**config.mk**
```make
export PLATFORM = sky130hd
export DESIGN_NAME = uart_port_router
export DESIGN_NICKNAME = d
export VERILOG_FILES = /design/src/rtl/uart_port_router.sv
export SDC_FILE = /design/constraint.sdc
export NUM_CORES = 1
export LEC_CHECK = 0
export CAP_MARGIN = 20
export CORE_MARGIN = 10
export CORE_UTILIZATION = 30
export CTS_BUF_LIST = sky130_fd_sc_hd__clkbuf_8
export DETAILED_ROUTE_END_ITERATION = 10
export PLACE_DENSITY = 0.46
export SLEW_MARGIN = 40
export SYNTH_ARGS = -nofsm -noshare
export SYNTH_HDL_FRONTEND = slang
export SYNTH_SLANG_ARGS = --single-unit
```
**constraint.sdc**
```tcl
create_clock -name clk -period 4 [get_ports clk]
set_input_delay 0.6 -clock clk [delete_from_list [all_inputs] [get_ports clk]]
set_output_delay 0.6 -clock clk [all_outputs]
set_load 0.02 [all_outputs]
```
**src/rtl/uart_port_router.sv**
```systemverilog
// Routes the board UART pair to one of NCH internal endpoints. The selection comes from debounced
// board pins and is committed only while both affected lines are idle at mark.
module uart_port_router #(
  parameter int             NCH             = 2,
  parameter int             SEL_W           = 1,
  parameter int             DEFAULT_SEL     = 0,
  parameter logic [NCH-1:0] MONITOR_MASK    = 2'b01,
  parameter int             DEBOUNCE_CYCLES = 65536,
  parameter int             IDLE_CYCLES     = 2604
) (
  input  logic             clk,
  input  logic             reset,
  input  logic [SEL_W-1:0] sel_req,
  input  logic             ext_rx,
  output logic             ext_tx,
  input  logic [NCH-1:0]   ch_tx,
  output logic [NCH-1:0]   ch_rx,
  output logic [SEL_W-1:0] active_sel,
  output logic             switching
);

  localparam int               DEB_W     = $clog2(DEBOUNCE_CYCLES) + 1;
  localparam int               IDLE_W    = $clog2(IDLE_CYCLES) + 1;
  localparam int               SEL_W1    = SEL_W + 1;
  localparam logic [SEL_W-1:0] SEL_DEF   = SEL_W'(DEFAULT_SEL);
  localparam logic [SEL_W:0]   SEL_LIMIT = SEL_W1'(NCH);
  localparam logic [DEB_W-1:0] DEB_LAST  = DEB_W'(DEBOUNCE_CYCLES - 1);
  localparam logic [IDLE_W-1:0] IDLE_LAST = IDLE_W'(IDLE_CYCLES - 1);
  localparam logic [IDLE_W-1:0] IDLE_SAT  = {IDLE_W{1'b1}};

  typedef enum logic [0:0] {
    ST_ACTIVE    = 1'b0,
    ST_WAIT_IDLE = 1'b1
  } state_t;

  logic             rx_meta_r;
  logic             rx_s_r;
  logic [SEL_W-1:0] sel_meta_r;
  logic [SEL_W-1:0] sel_s_r;
  logic [SEL_W-1:0] cand_r;
  logic [DEB_W-1:0] deb_cnt_r;
  logic [SEL_W-1:0] deb_sel_r;
  logic [SEL_W-1:0] pending_r;
  logic [IDLE_W-1:0] idle_cnt_r;
  state_t           state_r;

  logic             active_tx_s;
  logic             lines_idle_s;
  logic             cand_legal_s;
  logic [NCH-1:0]   rx_route_s;

  // Two-flop synchronisers for the asynchronous RX pin and the selection pins
  always_ff @(posedge clk) begin
    if (reset) begin
      rx_meta_r  <= 1'b1;
      rx_s_r     <= 1'b1;
      sel_meta_r <= SEL_DEF;
      sel_s_r    <= SEL_DEF;
    end else begin
      rx_meta_r  <= ext_rx;
      rx_s_r     <= rx_meta_r;
      sel_meta_r <= sel_req;
      sel_s_r    <= sel_meta_r;
    end
  end

  // Line status and per-channel RX routing, derived from the committed selection
  always_comb begin
    active_tx_s  = ch_tx[active_sel];
    lines_idle_s = rx_s_r & active_tx_s;
    cand_legal_s = ({1'b0, cand_r} < SEL_LIMIT);
    rx_route_s   = '0;
    for (int i = 0; i < NCH; i++) begin
      if ((active_sel == SEL_W'(i)) || MONITOR_MASK[i]) begin
        rx_route_s[i] = 1'b1;
      end else begin
        rx_route_s[i] = 1'b0;
      end
    end
  end

  // Debounce: a code must be stable for DEBOUNCE_CYCLES and be a real channel to be accepted
  always_ff @(posedge clk) begin
    if (reset) begin
      cand_r    <= SEL_DEF;
      deb_cnt_r <= '0;
      deb_sel_r <= SEL_DEF;
    end else if (sel_s_r != cand_r) begin
      cand_r    <= sel_s_r;
      deb_cnt_r <= '0;
    end else begin
      if (deb_cnt_r != DEB_LAST) begin
        deb_cnt_r <= deb_cnt_r + 1'b1;
      end
      if ((deb_cnt_r == DEB_LAST) && cand_legal_s) begin
        deb_sel_r <= cand_r;
      end
    end
  end

  // Switch controller: waits for both lines to idle before committing a new channel
  always_ff @(posedge clk) begin
    if (reset) begin
      state_r    <= ST_ACTIVE;
      active_sel <= SEL_DEF;
      switching  <= 1'b0;
      pending_r  <= SEL_DEF;
      idle_cnt_r <= '0;
    end else begin
      case (state_r)
        ST_ACTIVE: begin
          if (deb_sel_r != active_sel) begin
            pending_r  <= deb_sel_r;
            idle_cnt_r <= '0;
            state_r    <= ST_WAIT_IDLE;
            switching  <= 1'b1;
          end
        end
        ST_WAIT_IDLE: begin
          if (deb_sel_r == active_sel) begin
            state_r    <= ST_ACTIVE;
            switching  <= 1'b0;
            idle_cnt_r <= '0;
          end else if (deb_sel_r != pending_r) begin
            pending_r  <= deb_sel_r;
            idle_cnt_r <= '0;
          end else if (!lines_idle_s) begin
            idle_cnt_r <= '0;
          end else if (idle_cnt_r == IDLE_LAST) begin
            active_sel <= pending_r;
            state_r    <= ST_ACTIVE;
            switching  <= 1'b0;
            idle_cnt_r <= '0;
          end else if (idle_cnt_r != IDLE_SAT) begin
            idle_cnt_r <= idle_cnt_r + 1'b1;
          end
        end
        default: begin
          state_r    <= ST_ACTIVE;
          switching  <= 1'b0;
          idle_cnt_r <= '0;
        end
      endcase
    end
  end

  // Registered datapath; deselected non-monitor endpoints are held at mark
  always_ff @(posedge clk) begin
    if (reset) begin
      ext_tx <= 1'b1;
      ch_rx  <= {NCH{1'b1}};
    end else begin
      ext_tx <= active_tx_s;
      ch_rx  <= (rx_route_s & {NCH{rx_s_r}}) | ~rx_route_s;
    end
  end

endmodule
```
Word level (Yosys, flattened, before mapping)
Cells that the tools add are included.
Storage, ports and cells
  latch bits: 0
  output and inout port bits: 5
  word-level logic and storage cells: 72
  flip-flop bits (word level): 43
  bits in writable memories: 0
  memories kept: 0
  input bits: 6
  memory bits (read-only): 0
Cells by class
  bitwise gates (word level): 8
  shift-type cells: 0
  add/subtract/negate cells: 2
  multipliers: 0
  eq/ne operators: 15
  multiplexer cells: 26
  order comparisons: 1
  reductions and logical operators: 6
  divide/modulo/power cells: 0
Operators with widths (number)
  2-to-1 mux 13 bit: 6
  case mux 13 bit (2 select lines): 1
  adder 17 x 1 -> 17 bit (second input constant): 1
  == test 17 x 16 -> 1 bit (second input constant): 1
  inequality test 17 x 16 -> 1 bit (second input constant): 1
  2-to-1 mux 1 bit: 16
  adder 13 x 1 -> 13 bit (second input constant): 1
  == test 13 x 12 -> 1 bit (second input constant): 1
  inequality test 13 bit (second input constant): 1
  inequality test 3 x 1 -> 1 bit (second input constant): 2
  inequality test 6 x 2 -> 1 bit (second input constant): 1
  case mux 1 bit (2 select lines): 3
  AND reduction 5 bit: 1
  inequality test 2 bit (second input constant): 2
  inverter 1 bit: 4
  AND reduction 2 bit: 2
  AND reduction 4 bit: 1
  inequality test 1 bit: 3
  inequality test 3 bit (second input constant): 1
  AND reduction 3 bit: 1
  bitwise AND 2 bit: 1
  < comparator 1 x 2 -> 1 bit (second input constant): 1
  inequality test 2 x 1 -> 1 bit (second input constant): 1
  inverter 2 bit: 1
  other kinds (4): 4

Depth between registers and ports, before layout
Gate-level depths: netlist (run 1).
  word-level depth: 7
  gate-level depth with buffers: 12
  gate-level depth less buffers: 10

Worst setup path after synthesis (run 1)
OpenSTA, ideal clock, no wires.
  kind: reg-to-reg
  start: register deb_cnt_r[2]
  end: register deb_cnt_r[13]
  stages on the path, launching flop included: 13
  arrival: 2.025 ns
  setup time: 0.128 ns
  period minus slack after synthesis: 2.152 ns
  path buffers: 3
  required time: 3.872 ns
  slack: 1.848 ns
  cell sequence: dfxtp_1 -> and4_1 -> clkbuf_1 -> nand2_1 -> nor3_1 -> ha_1 -> clkbuf_1 -> inv_1 -> and3_1 -> clkbuf_1 -> nand4_1 -> xor2_1 -> nor2_1
On the way
  word-level cells in the longest chain between the ends: 1
RTL lines
  start: declaration: RTL line 41  | logic [DEB_W-1:0] deb_cnt_r;
  start signal: assignment: RTL line 93  | deb_cnt_r <= deb_cnt_r + 1'b1;
  adder 17 x 1 -> 17 bit / inequality test 17 x 16 -> 1 bit (equally long branches): RTL line 93, 92
Parallel ways exist; a longest one is shown, timed or not.
A chain may end at the register's enable or synchronous reset.

Worst setup path in the final report (run 1)
  start: input port ch_tx[0]
  end: register idle_cnt_r[11]
On the way
  word-level cells in the longest chain between the ends: 7
RTL lines
  start: declaration: RTL line 16  | input logic [NCH-1:0] ch_tx,
  2-to-1 mux 1 bit (implied by the code) * (2 in a row): RTL line 69  | active_tx_s = ch_tx[active_sel];
  bitwise AND 1 bit *: RTL line 70  | lines_idle_s = rx_s_r & active_tx_s;
  2-to-1 mux 13 bit: RTL line 127  | end else if (!lines_idle_s) begin
  2-to-1 mux 13 bit: RTL line 124  | end else if (deb_sel_r != pending_r) begin
  2-to-1 mux 13 bit: RTL line 120  | if (deb_sel_r == active_sel) begin
  case mux 13 bit (2 select lines): RTL line 110  | case (state_r)
  end signal: assignment: RTL line 135  | idle_cnt_r <= idle_cnt_r + 1'b1;
  end: declaration: RTL line 44  | logic [IDLE_W-1:0] idle_cnt_r;
Mark *: on every way between the ends. The rest lies on a longest branch, timed or not. The select of a mux whose other input is x is not followed.

==> results of run 1 <==
where the power goes:
part	leakage, nW	total [W]	internal [W]	switching [W]
logic	0.332	0.0000262	0.0000119	0.0000143
clock network	0.0470	0.000279	0.000136	0.000144
registers	0.348	0.000436	0.000433	0.00000339
layout make-up:
| type | instances | area (um^2) |
|---|---|---|
| fillers | 672 | 4110 |
| multi-input cells | 165 | 1010 |
| flip-flops and latches | 43 | 861 |
| repair buffers | 10 | 100 |
| well taps | 77 | 96.3 |
| clock buffers | 6 | 82.6 |
| inverters | 4 | 15.0 |
| clock inverters | 1 | 5.00 |
layer usage:
layer,share of wire [%],global-route usage (%),up-vias
li1,-,-,789
met1,49,9.38,672
met2,47,12.7,20
met3,3.5,3.23,4
met4,0.76,2.28,0
met5,0,0,-
flip-flops by register name (all words and copies together) (netlist names):
signal / flops
active_sel: 1
cand_r: 1
ch_rx: 2
deb_cnt_r: 17
deb_sel_r: 1
ext_tx: 1
idle_cnt_r: 13
pending_r: 1
rx_meta_r: 1
rx_s_r: 1
sel_meta_r: 1
sel_s_r: 1
state_r: 1
switching: 1
per-stage QoR:
stage / setup WS, ps / util, %
finish: 1710 / 34.6
global route: 1510 / 34.6
CTS: 1700 / 34.6
detailed placement: 1400 / 33.2
global placement: 1420 / 33.2
floorplan: 1850 / -
worst paths after layout:
check	to	slack (ps)	cells past startpoint
worst max-delay path	idle_cnt_r[11]$_SDFFE_PP0P_	1710	6
worst min-delay path	rx_s_r$_SDFF_PP1_	410	1
worst max register to register	deb_cnt_r[10]$_SDFFE_PP0N_	1770	9
worst min register to register	rx_s_r$_SDFF_PP1_	410	1
synth_stat cells (4+ instances only):
| master | count |
|---|---|
| a21oi_1 | 16 |
| and3_1 | 5 |
| clkbuf_1 | 6 |
| dfxtp_1 | 43 |
| inv_1 | 4 |
| nand2_1 | 15 |
| nand3_1 | 14 |
| nand4_1 | 6 |
| nor2_1 | 24 |
| nor2b_1 | 5 |
| o21ai_0 | 11 |
| or2_2 | 5 |
| or3_1 | 7 |
| xnor2_1 | 8 |
| xor2_1 | 11 |
kinds of logic (layout without fill, tap and decap cells):
family	after synthesis	count (layout)	share of synthesized area (%)
xor+xnor	20	20	9.51
fa+ha+maj	3	3	1.95
compound gates	37	37	11.2
simple gates	102	102	28.3
mux	3	3	1.63
flops	43	43	44.8
buf+inv	12	21	2.60
==> run_results.csv, run 1 <==
group,metric,value,unit
floorplan,die_y,100,um
timing,finalCriticalPeriod,2290,ps
worst_setup_path,critical_path_buf_inv_count,1,
logic_synthesis,synth_area_per_cell,8.74,um^2
drt,antenna_left,0,
clock_network,hold_buffers,0,
run,drv_cap,0,
grt,grt_max_degree,18,
power_and_ir_drop,leakage,0.727,nW
logic_synthesis,synth_cell_types,40,
worst_setup_path,critPathLaunchType,"input pin",
worst_setup_path,crit_required,4220,ps
logic_synthesis,syn_inst,220,
grt,overflow,0,
worst_setup_path,crit_start,"ch_tx[0]",
worst_setup_path,path_max_fanout,16,
worst_setup_path,cp_slowest_stage_delay,550,ps
grt,grt_pass1_wl,6640,um
floorplan,num_rows,29,
floorplan,dieWidth,100,um
logic_synthesis,syn_nets,229,
logic_synthesis,synthTopCellsByArea,"dfxtp_1 (45%), xor2_1 (5.0%), nor2_1 (4.7%)",
floorplan,core,6280,um^2
logic_synthesis,yosys_most_used_dff,"dfxtp_1",
floorplan,io_pins,11,
grt,first_global_vias,1467,
timing,setup_viol,0,
drt,drt-total-wl,3550,um
cells_and_area,antenna_cells,0,
drt,drt-initial-drc-count,49,
drt,viasPerCell,4.85,
worst_setup_path,path_delay_family,"simple AND/OR/NAND/NOR gates",
logic_synthesis,synth_top_area_share,44.8,%
status,status,"complete, no violations",
power_and_ir_drop,power_density,342,nW/um^2
worst_hold_path,worstHoldPathType,"reg2reg",
timing,finalSetupTns,0,ps
cells_and_area,final_cells,306,
clock_network,numClockSinks,43,
grt,grt_use_total,7.87,%
worst_hold_path,min_from,"rx_meta_r$_SDFF_PP1_",
timing,max_slew_margin,56.3,%
floorplan,die-area,10000,um^2
timing,max_freq,436,MHz
cells_and_area,final_cell_mix,"dfxtp_1 (43), nor2_1 (24), a21oi_1 (16)",
place,placed_cells,299,
place,placed_cell_area,2080,um^2
cells_and_area,area_growth,13.0,%
place,hpwl,2450,um
worst_setup_path,cp-end-kind,"flip-flop",
clock_network,clockRootBuffer,"clkbuf_8",
cells_and_area,drive_gt1_share,6.99,%
drt,drc_errors,0,
logic_synthesis,yosys_warnings,0,
clock_network,cts.clk_slew.worst_paths,80,ps
clock_network,ctsHtreeMaxLevel,2,
cells_and_area,final_common_cell,"dfxtp_1",
worst_setup_path,crit_type,"in2reg",
timing,finalHoldViolations,0,
logic_synthesis,synth_edf_count,0,
power_and_ir_drop,vdd_drop_max,126,uV
timing,finalCritPeriodShare,57.4,%
worst_setup_path,worst_ep_arrival_time,2520,ps
worst_setup_path,path_cells,"clkdlybuf4s50_1, mux2_2, and4b_4, a21o_1, or4_1, a21oi_1",
drt,dr.pass1.iters,4,
clock_network,clockBufferDepth,2,
drt,vias,1485,
place,gp_congestion,0.744,
clock_network,cts_setup_buffers,0,
logic_synthesis,syn_area,1920,um^2
clock_network,cts_tree,"yes",
grt,antenna_found_initial,0,
place,port_buffers,10,
logic_synthesis,synth-seq-cells,43,
timing,worst_slew_pin_slew,656,ps
timing,drv_slew,0,
timing,fin_skew,6.50,ps
clock_network,insertion_delay,290,ps
floorplan,initial_core_util,30.6,%
clock_network,numCtsBuffers,5,
drt,wl_per_cell,11.6,um
power_and_ir_drop,power,0.000742,W
logic_synthesis,ys_seq_area_share,44.8,%
worst_setup_path,slowest_stage,"or4_1",
timing,rsz0062_at_grt,"false",
cells_and_area,nNetsFinal,238,
logic_synthesis,synth_top_cell_by_area,"dfxtp_1",
timing,whs,410,ps
clock_network,cts_resized,0,
cells_and_area,final_area,2170,um^2
logic_synthesis,ys_async_sr_fraction,0,%
worst_setup_path,r2r_start,"deb_cnt_r[7]$_SDFFE_PP0N_",
Note: power is estimated with default switching activity, not from simulation.
==> run 2: changes to the inputs <==
==> constraint.sdc (replaced) <==
create_clock -name clk -period 2.2 [get_ports clk]
set_input_delay 0.33 -clock clk [delete_from_list [all_inputs] [get_ports clk]]
set_output_delay 0.33 -clock clk [all_outputs]
set_load 0.02 [all_outputs]
==> run 2 against run 1 <==
Core utilization up 1.8 points. Critical path depth up 2. Routed wire length up 4.6%. Total power up 78%. Die area unchanged. Register-to-register slack worse by 1600 ps. Non-clock buffer count up 15. Via count up 6.1%. Sequential cell count unchanged. Clock-buffer cell count down 1. Setup slack worse by 1500 ps.
==> run_results.csv, run 2 (synthesis results as in run 1) <==
group,metric,value,unit
power_and_ir_drop,vdd_drop_max,304,uV
grt,first_global_vias,1547,
clock_network,cts_setup_buffers,0,
floorplan,io_pins,11,
floorplan,initial_core_util,30.6,%
clock_network,cts.clk_slew.worst_paths,80,ps
grt,use_met3,2.61,%
worst_setup_path,r2r_cells,8,
worst_setup_path,path_cells,"ha_1, nand3_1, nor4_2, a21o_1, buf_4, buf_4, mux2i_1, nor2_1",
timing,worst_slew_pin_slew,481,ps
clock_network,clockBufferDepth,2,
timing,setup_viol,0,
floorplan,dieWidth,100,um
status,status,"complete, no violations",
clock_network,ctsHtreeMaxLevel,2,
clock_network,cts_tree,"yes",
timing,finalSetupTns,0,ps
timing,finalCriticalPeriod,2000,ps
worst_hold_path,worstHoldPathType,"reg2reg",
cells_and_area,area_growth,18.9,%
worst_setup_path,crit_type,"reg2reg",
place,placed_cells,314,
grt,use_met1,9.22,%
cells_and_area,largest_register_ffs,17,
cells_and_area,antenna_cells,0,
clock_network,numCtsBuffers,5,
timing,max_slew_margin,67.7,%
worst_hold_path,min_from,"rx_meta_r$_SDFF_PP1_",
drt,antenna_left,0,
run,drv_cap,0,
grt,overflow,0,
worst_setup_path,cp-end-kind,"flip-flop",
grt,grt_max_degree,18,
timing,max_freq,499,MHz
cells_and_area,nNetsFinal,253,
timing,whs,411,ps
timing,fin_skew,10.0,ps
floorplan,core,6280,um^2
cells_and_area,drive_gt1_share,13.1,%
cells_and_area,final_common_cell,"dfxtp_1",
cells_and_area,fill_cells,665,
timing,finalHoldViolations,0,
cells_and_area,top_register,"deb_cnt_r",
timing,finalCritPeriodShare,91.0,%
floorplan,die_y,100,um
floorplan,die-area,10000,um^2
cells_and_area,final_cells,322,
place,gp_congestion,0.747,
worst_setup_path,crit_cells,8,
clock_network,numClockSinks,43,
grt,antenna_found_initial,0,
worst_setup_path,critPathLaunchType,"flip-flop",
power_and_ir_drop,leakage,0.806,nW
place,hpwl,2700,um
drt,drt-initial-drc-count,43,
clock_network,clockRootBuffer,"clkbuf_8",
drt,wl_per_cell,11.5,um
worst_setup_path,r2r_start,"idle_cnt_r[1]$_SDFFE_PP0P_",
worst_setup_path,critical_path_buf_inv_count,2,
grt,grt_pass1_wl,6670,um
cells_and_area,top_regs,"deb_cnt_r (17), idle_cnt_r (13), ch_rx (2)",
drt,dr.pass1.iters,4,
worst_setup_path,cp_common_cell,"buf_4",
drt,drt-total-wl,3710,um
grt,top_usage_layer,"met2",
worst_setup_path,slowest_stage,"dfxtp_1",
drt,drc_errors,0,
worst_setup_path,crit_required,2390,ps
drt,vias,1576,
grt,use_met2,12.7,%
worst_setup_path,crit_start,"idle_cnt_r[1]$_SDFFE_PP0P_",
worst_setup_path,cp_slowest_stage_delay,390,ps
worst_hold_path,holdPathStages,1,
worst_setup_path,path_delay_family,"simple AND/OR/NAND/NOR gates",
timing,drv_slew,0,
floorplan,num_rows,29,
clock_network,insertion_delay,290,ps
timing,rsz0062_at_grt,"false",
cells_and_area,final_cell_mix,"dfxtp_1 (43), nor2_1 (24), a21oi_1 (16)",
place,port_buffers,10,
worst_setup_path,worst_ep_arrival_time,2200,ps
grt,grt_use_total,7.77,%
worst_setup_path,path_max_fanout,11,
power_and_ir_drop,power_density,578,nW/um^2
drt,viasPerCell,4.89,
-- run 2: cell types whose count changed in the layout (fill, tap and decap cells not counted), sizes merged --
cell    change
buf        +15
clkbuf      -1
inv         +2
-- run 2: timing repair --
item,in CTS,in global routing
endpoints found under the setup margin,0,3
hold buffers,0,0
gates resized for setup,0,2
-- run 2: layer usage --
| layer | part of all wire, % | vias up |
|---|---|---|
| li1 | - | 821 |
| met1 | 49 | 723 |
| met2 | 46 | 28 |
| met3 | 4.0 | 4 |
| met4 | 1.1 | 0 |
| met5 | 0 | - |
-- run 2: worst paths after layout --
| kind | to | slack (ps) |
|---|---|---|
| worst min register to register | rx_s_r$_SDFF_PP1_ | 410 |
| worst max-delay path | idle_cnt_r[1]$_SDFFE_PP0P_ | 200 |
| worst max register to register | idle_cnt_r[1]$_SDFFE_PP0P_ | 200 |
| worst min-delay path | rx_s_r$_SDFF_PP1_ | 410 |
-- run 2: area by class of cell --
class / count / area (um^2) / share of cell area (%)
Timing Repair Buffer: 25 / 213 / 9.31
Clock buffer: 5 / 68.8 / 3.01
Tap cell: 77 / 96.3 / 4.22
Sequential cell: 43 / 861 / 37.7
Clock inverter: 3 / 12.5 / 0.548
Inverter: 4 / 15.0 / 0.657
Multi-Input combinational cell: 165 / 1020 / 44.6
-- run 2: where the power goes --
group	internal (W)	switching, W
Combinational	0.0000281	0.0000275
Sequential	0.000788	0.00000596
Clock	0.000214	0.000257
-- run 2: metrics by stage --
stage	utilization (%)	area, um^2	power (W)	setup slack [ps]
after floorplan	-	1920	0.000842	47.6
after global placement	35.0	2200	0.000869	72.5
after detailed placement	35.0	2200	0.000869	43.7
after CTS	36.3	2280	0.00135	125
after global routing	36.4	2280	0.00138	24.6
final	36.4	2280	0.00132	197
==> run 3: changes to the inputs <==
--- a/config.mk
+++ b/config.mk
@@ -6,6 +6,7 @@
 export NUM_CORES = 1
 export LEC_CHECK = 0
 export CAP_MARGIN = 20
+export CORE_ASPECT_RATIO = 1.2
 export CORE_MARGIN = 10
 export CORE_UTILIZATION = 30
 export CTS_BUF_LIST = sky130_fd_sc_hd__clkbuf_8
==> run 3 against run 2 <==
Die area is 0.13% higher. Setup slack better by 11 ps. Via count is 2.6% lower. Non-clock buffer count is 3 lower. Clock skew is 7.8 ps lower. Critical path depth is 2 higher. Sequential cell count stayed put. Global-route usage is 0.085 points higher. Combinational power hardly changed. Core utilization is 0.68 points higher. Register-to-register slack hardly changed. Critical endpoint is now deb_cnt_r[10]$_SDFFE_PP0N_. Largest power group unchanged. Highest routed layer unchanged.
==> run_results.csv, run 3 (synthesis results as in run 1) <==
group,metric,value,unit
status,status,"complete, no violations",
power_and_ir_drop,leakage,0.794,nW
floorplan,core,6130,um^2
worst_hold_path,worstHoldPathType,"reg2reg",
clock_network,clockBufferDepth,2,
timing,finalCriticalPeriod,1990,ps
clock_network,numCtsBuffers,5,
place,placed_cell_area,2180,um^2
timing,fin_skew,2.24,ps
worst_setup_path,path_max_fanout,6,
worst_setup_path,crit_required,2430,ps
worst_hold_path,min_from,"rx_meta_r$_SDFF_PP1_",
worst_setup_path,crit_start,"deb_cnt_r[6]$_SDFFE_PP0N_",
grt,use_met1,8.77,%
cells_and_area,area_growth,18.2,%
worst_setup_path,crit_type,"reg2reg",
clock_network,insertion_delay,290,ps
cells_and_area,nNetsFinal,250,
cells_and_area,antenna_cells,0,
worst_setup_path,worst_ep_arrival_time,2220,ps
timing,max_freq,502,MHz
cells_and_area,fill_cells,662,
cells_and_area,drive_gt1_share,12.8,%
grt,grt_pass1_wl,6390,um
cells_and_area,final_cell_mix,"dfxtp_1 (43), nor2_1 (24), a21oi_1 (16)",
cells_and_area,final_cells,324,
timing,finalSetupTns,0,ps
worst_setup_path,cp-end-kind,"flip-flop",
timing,drv_slew,0,
timing,worst_slew_pin_slew,430,ps
grt,top_usage_layer,"met2",
grt,use_met3,3.07,%
grt,antenna_found_initial,0,
timing,finalCritPeriodShare,90.5,%
drt,antenna_left,0,
place,port_buffers,10,
grt,overflow,0,
floorplan,die-area,10000,um^2
drt,dr.pass1.iters,4,
drt,drt-total-wl,3810,um
cells_and_area,seq_area,861,um^2
drt,drc_errors,0,
power_and_ir_drop,power_density,586,nW/um^2
floorplan,num_rows,31,
power_and_ir_drop,vdd_drop_max,257,uV
worst_setup_path,critPathLaunchType,"flip-flop",
cells_and_area,final_area,2270,um^2
grt,use_met2,13.3,%
cells_and_area,top_regs,"deb_cnt_r (17), idle_cnt_r (13), ch_rx (2)",
timing,setup_viol,0,
drt,wl_per_cell,11.8,um
place,gp_congestion,0.743,
floorplan,io_pins,11,
clock_network,ctsHtreeMaxLevel,2,
floorplan,dieWidth,93.1,um
drt,viasPerCell,4.74,
clock_network,hold_buffers,0,
cells_and_area,multiInputGateArea,1020,um^2
timing,rsz0062_at_grt,"false",
timing,max_slew_margin,71.1,%
cells_and_area,top_register,"deb_cnt_r",
place,placed_cells,316,
drt,drt-initial-drc-count,54,
grt,grt_use_total,7.86,%
place,hpwl,2690,um
cells_and_area,largest_register_ffs,17,
clock_network,cts_tree,"yes",
timing,finalHoldViolations,0,
clock_network,cts.clk_slew.worst_paths,80,ps
grt,grt_max_degree,18,
clock_network,numClockSinks,43,
drt,vias,1535,
clock_network,clockRootBuffer,"clkbuf_8",
run,drv_cap,0,
floorplan,initial_core_util,31.4,%
grt,first_global_vias,1409,
cells_and_area,final_common_cell,"dfxtp_1",
floorplan,die_y,108,um
worst_setup_path,r2r_start,"deb_cnt_r[6]$_SDFFE_PP0N_",
==> run 3: power breakdown <==
group / total [W] / internal (W) / switching [W]
clock network: 0.000482 / 0.000214 / 0.000268
logic: 0.0000556 / 0.0000280 / 0.0000276
registers: 0.000794 / 0.000787 / 0.00000652
total: 0.00133 / 0.00103 / 0.000302
==> run 3: worst max-delay path, cell delays in order (launching register included) <==
cell	delay, ps
dfxtp_1	350
and3_1	210
and2_4	180
nand2_1	60
nor3_1	50
ha_1	190
buf_4	160
nor2b_1	170
nand2_2	120
or3_1	310
a21oi_1	140
==> run 3: per-stage QoR <==
step / utilization [%] / power, W / setup WS, ps / hold slack, ps
5_1_grt: 37.1 / 0.00140 / 57.7 / 433
2_1_floorplan: - / 0.000842 / 47.6 / 389
6_report: 37.1 / 0.00133 / 208 / 417
3_5_place_dp: 35.6 / 0.000870 / 56.8 / 403
3_3_place_gp: 35.6 / 0.000869 / 73.7 / 394
4_1_cts: 36.9 / 0.00136 / 84.9 / 424
==> run 3: cell type report <==
class                      count  area share [%]
inverter                       4           0.661
clock buffer                   5            3.03
sequential                    43            37.9
tap                           82            4.52
clock inverter                 3           0.551
timing repair buffer          22            8.37
multi-input combinational    165            45.0
==> run 3: final timing paths <==
path	cells past startpoint	slack (ps)	end
worst max register to register	10	210	deb_cnt_r[10]$_SDFFE_PP0N_
worst min-delay path	1	420	rx_s_r$_SDFF_PP1_
worst min register to register	1	420	rx_s_r$_SDFF_PP1_
worst max-delay path	10	210	deb_cnt_r[10]$_SDFFE_PP0N_
==> run 3: repair_timing <==
item	4_1_cts	5_1_grt
setup endpoints to repair	0	4
setup buffers	0	0
gates resized for setup	0	4
==> run 3: metal layers <==
| metal | up-vias | part of all wire [%] |
|---|---|---|
| met4 | 0 | 1.0 |
| met3 | 4 | 4.0 |
| met5 | - | 0 |
| met1 | 695 | 46 |
| li1 | 814 | - |
| met2 | 22 | 49 |
